==> config.mk <==
export PLATFORM = sky130hd
export DESIGN_NAME = key_debounce_multi
export DESIGN_NICKNAME = d
export VERILOG_FILES = /design/src/rtl/key_pkg.sv /design/src/rtl/key_debounce_ch.sv /design/src/rtl/key_debounce_multi.sv
export SDC_FILE = /design/constraint.sdc
export NUM_CORES = 1
export LEC_CHECK = 0
export CORE_MARGIN = 1.5
export CORE_UTILIZATION = 50
export CTS_CLUSTER_DIAMETER = 120
export DETAILED_ROUTE_END_ITERATION = 12
export HOLD_SLACK_MARGIN = 0.05
export PLACE_DENSITY_LB_ADDON = 0.25
export SLEW_MARGIN = 10
export SYNTH_ARGS = -nofsm -noshare
export SYNTH_HDL_FRONTEND = slang
export SYNTH_SLANG_ARGS = --single-unit
==> constraint.sdc <==
create_clock -name i_clk -period 7.7 [get_ports i_clk]
set_clock_uncertainty 0.2 [all_clocks]
set_input_delay 0.77 -clock i_clk [delete_from_list [all_inputs] [get_ports i_clk]]
set_output_delay 0.77 -clock i_clk [all_outputs]
set_load 0.01 [all_outputs]
==> src/rtl/key_pkg.sv <==
// ---------------------------------------------------------------------------
// key_pkg
// Shared helpers for the multi-channel key conditioner.
//   idleLevel  : pin level of a key that is not being pressed
//   dcntWidth  : width of the debounce counter for a given hold time
//   lcntWidth  : width of the long-press counter, which must be able to
//                hold the terminal value itself because it saturates there
// ---------------------------------------------------------------------------
package key_pkg;

  // An active-low key idles high, an active-high key idles low.
  function automatic logic idleLevel(input int activeLow);
    return (activeLow != 0) ? 1'b1 : 1'b0;
  endfunction

  // The debounce counter never exceeds dbCycles-1, so $clog2(dbCycles) bits
  // suffice. Keep at least one bit so the vector is always legal.
  function automatic int dcntWidth(input int dbCycles);
    int w;
    w = $clog2(dbCycles);
    return (w < 1) ? 1 : w;
  endfunction

  // The long-press counter parks on longCycles, so it needs one extra code.
  function automatic int lcntWidth(input int longCycles);
    int w;
    w = $clog2(longCycles + 1);
    return (w < 1) ? 1 : w;
  endfunction

endpackage

==> src/rtl/key_debounce_ch.sv <==
// ---------------------------------------------------------------------------
// key_debounce_ch
// One key channel: two-flop synchroniser, debounce counter, clean pressed
// level and the registered press / release / long_press pulses.
//
// Ports
//   i_clk         system clock
//   i_rst         asynchronous active-high reset
//   i_key         raw asynchronous key pin
//   o_pressed     debounced level, 1 = pressed regardless of pin polarity
//   o_press       one-cycle pulse when a press is accepted
//   o_release     one-cycle pulse when a release is accepted
//   o_long_press  one-cycle pulse after LONG_CYCLES of accepted press
// ---------------------------------------------------------------------------
module key_debounce_ch
  import key_pkg::*;
#(
  parameter int DB_CYCLES   = 1000000,
  parameter int LONG_CYCLES = 50000000,
  parameter int ACTIVE_LOW  = 1
) (
  input  logic i_clk,
  input  logic i_rst,
  input  logic i_key,
  output logic o_pressed,
  output logic o_press,
  output logic o_release,
  output logic o_long_press
);

  localparam int              DW        = dcntWidth(DB_CYCLES);
  localparam logic            IDLE      = idleLevel(ACTIVE_LOW);
  localparam logic [DW-1:0]   DCNT_LAST = DW'(DB_CYCLES - 1);
  localparam logic [DW-1:0]   DCNT_ONE  = DW'(1);

  logic          r_sync1;
  logic          r_sync2;
  logic [DW-1:0] r_dcnt;
  logic          r_pressed;
  logic          r_pressPulse;
  logic          r_releasePulse;
  logic          w_sample;

  // Synchroniser. Both flops reset to the idle pin level so that leaving
  // reset with an untouched key never looks like an edge.
  always_ff @(posedge i_clk or posedge i_rst) begin
    if (i_rst) begin
      r_sync1 <= IDLE;
      r_sync2 <= IDLE;
    end else begin
      r_sync1 <= i_key;
      r_sync2 <= r_sync1;
    end
  end

  // Convert the synchronised pin to pressed-polarity (1 = pressed).
  assign w_sample = (ACTIVE_LOW != 0) ? ~r_sync2 : r_sync2;

  // Debouncer. Any sample matching the current level restarts the count, so
  // a new level is accepted only after DB_CYCLES consecutive differing
  // samples. The pulse flops are written in the same cycle as r_pressed so
  // that press/release line up exactly with the level change.
  always_ff @(posedge i_clk or posedge i_rst) begin
    if (i_rst) begin
      r_dcnt         <= '0;
      r_pressed      <= 1'b0;
      r_pressPulse   <= 1'b0;
      r_releasePulse <= 1'b0;
    end else begin
      r_pressPulse   <= 1'b0;
      r_releasePulse <= 1'b0;
      if (w_sample == r_pressed) begin
        r_dcnt <= '0;
      end else if (r_dcnt == DCNT_LAST) begin
        r_pressed      <= w_sample;
        r_dcnt         <= '0;
        r_pressPulse   <= w_sample;
        r_releasePulse <= ~w_sample;
      end else begin
        r_dcnt <= r_dcnt + DCNT_ONE;
      end
    end
  end

  assign o_pressed = r_pressed;
  assign o_press   = r_pressPulse;
  assign o_release = r_releasePulse;

  // Long-press detection only exists when LONG_CYCLES is non-zero.
  generate
    if (LONG_CYCLES > 0) begin : genLong
      localparam int            LW        = lcntWidth(LONG_CYCLES);
      localparam logic [LW-1:0] LCNT_MAX  = LW'(LONG_CYCLES);
      localparam logic [LW-1:0] LCNT_PRE  = LW'(LONG_CYCLES - 1);
      localparam logic [LW-1:0] LCNT_ONE  = LW'(1);

      logic [LW-1:0] r_lcnt;
      logic          r_longPulse;

      // The counter is held at zero while released, which includes the
      // accept cycle itself, so timing starts from the accepted press.
      // It parks on LCNT_MAX, giving at most one pulse per press.
      always_ff @(posedge i_clk or posedge i_rst) begin
        if (i_rst) begin
          r_lcnt      <= '0;
          r_longPulse <= 1'b0;
        end else begin
          r_longPulse <= 1'b0;
          if (!r_pressed) begin
            r_lcnt <= '0;
          end else if (r_lcnt < LCNT_MAX) begin
            r_lcnt <= r_lcnt + LCNT_ONE;
            if (r_lcnt == LCNT_PRE) begin
              r_longPulse <= 1'b1;
            end
          end
        end
      end

      assign o_long_press = r_longPulse;
    end else begin : genNoLong
      assign o_long_press = 1'b0;
    end
  endgenerate

endmodule

==> src/rtl/key_debounce_multi.sv <==
// ---------------------------------------------------------------------------
// key_debounce_multi
// Multi-channel push-key conditioner. Each bit of i_key gets its own fully
// independent key_debounce_ch instance.
//
// Ports
//   i_clk         system clock
//   i_rst         asynchronous active-high reset
//   i_key         raw asynchronous key pins, one per channel
//   o_pressed     debounced levels, 1 = pressed
//   o_press       one-cycle pulses on accepted presses
//   o_release     one-cycle pulses on accepted releases
//   o_long_press  one-cycle pulses, at most once per press
// ---------------------------------------------------------------------------
module key_debounce_multi
  import key_pkg::*;
#(
  parameter int N_KEYS      = 4,
  parameter int DB_CYCLES   = 1000000,
  parameter int LONG_CYCLES = 50000000,
  parameter int ACTIVE_LOW  = 1
) (
  input  logic              i_clk,
  input  logic              i_rst,
  input  logic [N_KEYS-1:0] i_key,
  output logic [N_KEYS-1:0] o_pressed,
  output logic [N_KEYS-1:0] o_press,
  output logic [N_KEYS-1:0] o_release,
  output logic [N_KEYS-1:0] o_long_press
);

  // One channel per key; no state is shared between channels.
  generate
    for (genvar g = 0; g < N_KEYS; g++) begin : genCh
      key_debounce_ch #(
        .DB_CYCLES   (DB_CYCLES),
        .LONG_CYCLES (LONG_CYCLES),
        .ACTIVE_LOW  (ACTIVE_LOW)
      ) uCh (
        .i_clk        (i_clk),
        .i_rst        (i_rst),
        .i_key        (i_key[g]),
        .o_pressed    (o_pressed[g]),
        .o_press      (o_press[g]),
        .o_release    (o_release[g]),
        .o_long_press (o_long_press[g])
      );
    end
  endgenerate

endmodule

==> metrics.txt, run 1 <==
outcome completed; power consumption 2.30 mW; Clk Latency, worst-skew pair 500 ps; CTS Hold Bufs 0; CTS Buf Count 24; All-Layer GR Usage 0.177; Worst EP arrival 3040 ps; cell chain of the critical path a21oi_1 > a21boi_0 > o31a_1 > nand4_1 > or3_1 > a21oi_1; finished layout cell area 11500 um2; I/O pins 22; Net Count, Synth 1081; DR WL/cell 13.5 um; Tightest Pin Transition 1020 ps; fraction of registers with async set/reset 1.00; initial antenna violation count 0; crit path from genCh[3].uCh.genLong.r_lcnt[17]; max_cap viols 0; Final Critical Period 2820 ps; Ant. Diodes 0; Post-Layout Cell Count 1351; Initial Util 0.512; HPWL Detailed 11600 um; Bufs and invs on worst path 0; RSZ-0062 raised after global routing no; Worst Path Required 7920 ps; Final #Nets 1077; most frequent CP cell a21oi_1; Fin. Hold Viols 0; commonest cells after routing, fill and taps aside dfrtp_1 (200), nor2_1 (190), nand2_1 (88); Yosys cell types 60; die height 147 um; Post-Syn Area 10400 um2; Critical Path Sink Type flop; vias in the first global route 7120; reg2reg path depth 6; multi-input logic area 4870 um2; slowest stage cell, crit path o31a_1; CTS tree yes; setup TNS 0 ps; post-cts sizing count 0; 1st-pass router iterations 4; CTS root buf clkbuf_16; Max Fclk 355 MHz; Die Span X 147 um; worst stage delay on the critical path 650 ps; area leader, netlist dfrtp_1; Seq. cell area 5220 um2; most area-consuming cells after synthesis dfrtp_1 (48%), nor2_1 (6.8%), xor2_1 (6.5%), xnor2_1 (6.0%), nand3_1 (3.4%); Syn Area/Cell 9.77 um2; layout cells sized above 1 0.0851; antenna viol nets, final 0; Crit Path Class flop to flop; first-pass GRT wire length 32700 um; FP Rows 52; CP Max Fanout 22; # H-tree levels 1; Cells after Synth 1067; share of the yosys chip area belonging to registers 0.500; Main synth FF type dfrtp_1; # fillers 1796; Max clock buf depth 3; Seq cells post-synth 208; Worst-path clk slew 60 ps; GR Overflow Total 0; Cells after DPL 1307; number of remaining DRC errors 0; Starting DRT DRC Count 366; number of buffers inserted by post-CTS setup repair 0; Setup crit start kind flop; routed vias/inst 5.32; Hold Path Class flop to flop; CP endpoint genCh[3].uCh.genLong.r_lcnt[22]; EDFF count, synth 0; Clock Sinks 208; Placeable Area 20400 um2; reg-to-reg endpoint genCh[3].uCh.genLong.r_lcnt[22]; placed cell area 10700 um2; largest net degree at the start of global routing 126; setup violators final 0; number of cells on the critical path 6; Synth Warn # 0; R2R Path Start genCh[3].uCh.genLong.r_lcnt[17]; reg-to-reg setup timing slack 4880 ps; total leakage power 4.57 nW; period utilisation layout 0.366; die area 21700 um2; Synth-to-Final Area Change 10.5%; via count 7190; IO buf count 21; delay-heaviest family, CP compound AO/OA/AOI/OAI gates; GP Congestion 0.769; commonest non-fill, non-tap cell in the layout dfrtp_1; Yosys top cell area share 0.480; peak supply drop 0.000151 V; Total Wirelength 18300 um; Power Dens Cells 199 nW/um2; Slew HR 0.318; Pins Over Slew Limit 0
-- area by class of cell --
type	instances	share of cell area
inverter	14	0.00521
sequential	208	0.452
tap	270	0.0293
clock buffer	38	0.0637
clock inverter	6	0.00749
timing repair buffer	23	0.0195
multi-input combinational	792	0.422
-- cell families after synthesis --
| kind of cell | count (synthesis) | share of synthesized area |
|---|---|---|
| AOI/OAI and AO/OA | 59 | 0.0371 |
| xor gates and xnor gates | 149 | 0.125 |
| adders and majority gates | 8 | 0.00960 |
| DFF | 208 | 0.500 |
| and+or+nand+nor | 568 | 0.287 |
| buffers and inverters | 67 | 0.0331 |
| muxes | 8 | 0.00768 |
-- how the worst min path moves through the flow --
stage,from,end,slack [ps],cells after the start
finish,genCh[2].uCh.r_sync1,genCh[2].uCh.r_sync2,150,0
global route,genCh[2].uCh.r_sync1,genCh[2].uCh.r_sync2,160,0
CTS,genCh[2].uCh.r_sync1,genCh[2].uCh.r_sync2,160,0
detailed placement,genCh[2].uCh.r_sync1,genCh[2].uCh.r_sync2,150,0
global placement,genCh[2].uCh.r_sync1,genCh[2].uCh.r_sync2,150,0
floorplan,genCh[0].uCh.r_sync1,genCh[0].uCh.r_sync2,150,0
-- report_power, final --
part | internal (mW) | leakage, nW | switching (mW)
clock | 0.721 | 0.406 | 0.428
sequential | 1.10 | 2.87 | 0.00672
combinational | 0.00857 | 1.30 | 0.0312
total | 1.83 | 4.57 | 0.466
-- synthesized netlist by cell type (all sizes together), types with 2 or more instances --
cell    instances
or4             6
nor4bb          3
inv            14
nor2b           3
o211ai          4
and3           31
o31ai           3
nand3b          2
nand2          89
clkbuf         21
ha              8
nand3          71
o21ai          20
buf            32
mux2i           8
nor2          190
nor3           36
and4           14
or3            13
xor2           77
nand4          49
dfstp           8
nor4           21
dfrtp         200
and2           10
nor3b          10
nor4b           4
or2             3
a21oi          21
nand2b         12
xnor2          72
-- registers in the layout, indices dropped and copies added, names as in the netlist --
| register | flops |
|---|---|
| genCh.uCh.o_press | 4 |
| genCh.uCh.r_sync1 | 4 |
| genCh.uCh.r_dcnt | 80 |
| genCh.uCh.r_sync2 | 4 |
| genCh.uCh.o_release | 4 |
| genCh.uCh.genLong.r_lcnt | 104 |
| genCh.uCh.o_pressed | 4 |
| genCh.uCh.o_long_press | 4 |
-- routing by layer --
layer | share of wire | global-route usage | wire, um
met1 | 0.50 | 0.250 | 9190
met2 | 0.45 | 0.290 | 8310
met3 | 0.026 | 0.0247 | 470
met4 | 0.017 | 0.0415 | 310
met5 | 0 | 0 | 0
-- metrics by stage --
step / setup WS [ps] / hold slack, ps / utilization
3_5_place_dp: 4400 / 147 / 0.526
2_1_floorplan: 1060 / 145 / -
3_3_place_gp: 4420 / 146 / 0.526
5_1_grt: 4580 / 158 / 0.566
4_1_cts: 4870 / 156 / 0.566
6_report: 4880 / 154 / 0.566
No activity file was read; power rests on OpenSTA's default activity.
==> run 2: changes to the inputs <==
==> constraint.sdc (replaced) <==
create_clock -name i_clk -period 2.8 [get_ports i_clk]
set_clock_uncertainty 0.2 [all_clocks]
set_input_delay 0.28 -clock i_clk [delete_from_list [all_inputs] [get_ports i_clk]]
set_output_delay 0.28 -clock i_clk [all_outputs]
set_load 0.01 [all_outputs]
==> metrics.txt, run 2 (synthesis gave the netlist of run 1 again) <==
outcome completed; Pins Over Slew Limit 0; slowest stage cell, crit path or4_4; number of remaining DRC errors 0; worst hold path cell count 0; Largest Register genCh.uCh.genLong.r_lcnt; Cells after DPL 1331; I/O pins 22; WHS 155 ps; Tightest Pin Transition 763 ps; fin util 0.578; Synth-to-Final Area Change 13.0%; setup violators final 0; commonest non-fill, non-tap cell in the layout dfrtp_1; RSZ-0062 raised after global routing no; die area 21700 um2; IO buf count 21; Worst-path clk slew 60 ps; GP Congestion 0.781; FP Rows 52; worst setup margin 381 ps; DR WL/cell 13.9 um; commonest cells after routing, fill and taps aside dfrtp_1 (200), nor2_1 (190), nand2_1 (88); Placeable Area 20400 um2; worst stage delay on the critical path 560 ps; 1st-pass router iterations 4; Worst Path Required 2960 ps; number of flip-flops in the largest register 104; CTS Buf Count 24; max_cap viols 0; Total Wirelength 19200 um; post-cts sizing count 0; Placement Setup Slack 420 ps; Critical Path Sink Type flop; period utilisation layout 0.864; biggest regs genCh.uCh.genLong.r_lcnt x104, genCh.uCh.r_dcnt x80; Clock Sinks 208; initial antenna violation count 0; Die Span X 147 um; antenna viol nets, final 0; Final Critical Period 2420 ps; routed vias/inst 5.37; Crit Path Class flop to flop; peak supply drop 0.000400 V; Initial Util 0.512; via count 7405; GR Overflow Total 0; Final #Nets 1106; HPWL Detailed 12700 um; die height 147 um; finished layout cell area 11800 um2; Max Fclk 413 MHz; vias in the first global route 7266; Hold Path Class flop to flop; Setup crit start kind flop; All-Layer GR Usage 0.186; layout cells sized above 1 0.103; CTS root buf clkbuf_16; Post-Layout Cell Count 1380; Worst EP arrival 2580 ps; CTS tree yes; placed cell area 10900 um2; largest net degree at the start of global routing 49; # H-tree levels 1; Max clock buf depth 3; total leakage power 4.70 nW; Fin. Hold Viols 0; Starting DRT DRC Count 327; power consumption 6.35 mW; Slew HR 0.491; Ant. Diodes 0; first-pass GRT wire length 34500 um; Clk Latency, worst-skew pair 510 ps; cell chain of the critical path or4_4 > o211ai_2 > a21oi_2 > buf_4 > nor4_2 > xnor2_1 > nor2_1; setup TNS 0 ps; reg2reg path depth 7; CP Max Fanout 12; Power Dens Cells 539 nW/um2
==> run 2: cell count changes in the layout (fill, tap and decap cells not counted) <==
cell | before | now
inv_8 | 2 | 0
clkbuf_8 | 6 | 2
dlygate4sd3_1 | 0 | 5
clkinvlp_4 | 0 | 4
buf_12 | 0 | 3
clkinv_2 | 3 | 2
clkbuf_1 | 7 | 9
bufinv_16 | 2 | 3
buf_4 | 2 | 23
==> run 2: layer usage <==
layer  track usage  part of all wire  up-vias
met5             0                 0        -
met4        0.0435             0.014        0
met3        0.0253             0.026       20
met2         0.299              0.46       71
met1         0.270              0.50     3615
li1              -                 -     3699
==> run 2: power by group <==
group	internal, mW	total (mW)	switching, mW
sequential	3.03	3.05	0.0176
combinational	0.0429	0.134	0.0912
clock	1.97	3.17	1.20
total	5.05	6.35	1.31
==> run 2: timing repair <==
| action | CTS | global route |
|---|---|---|
| hold endpoints to repair | 21 | 0 |
| hold buffers | 5 | 0 |
| setup buffers | 0 | 0 |
==> run 2: cell type report <==
class / count / area [um2]
Sequential cell: 208 / 5220
Fill cell: 1784 / 8590
Multi-Input combinational cell: 792 / 4870
Clock inverter: 8 / 123
Inverter: 14 / 56.3
Timing Repair Buffer: 52 / 493
Tap cell: 270 / 338
Clock buffer: 36 / 687
==> run 2: critical path, delay by kind of cell (launching register included) <==
kind	cells	cell delay, ps
buf+inv	1	250
flops	1	410
xor+xnor	1	160
simple gates	3	920
compound gates	2	350
==> run 2: path summary, 6_finish.rpt <==
check	start	endpoint	slack, ps
max in group asynchronous	i_rst	genCh[0].uCh.r_sync1	1080
hold reg to reg	genCh[0].uCh.r_sync1	genCh[0].uCh.r_sync2	150
hold / removal	genCh[0].uCh.r_sync1	genCh[0].uCh.r_sync2	150
setup / recovery	genCh[0].uCh.genLong.r_lcnt[11]	genCh[0].uCh.genLong.r_lcnt[9]	380
min in group asynchronous	i_rst	genCh[2].uCh.r_dcnt[16]	600
setup reg to reg	genCh[0].uCh.genLong.r_lcnt[11]	genCh[0].uCh.genLong.r_lcnt[9]	380
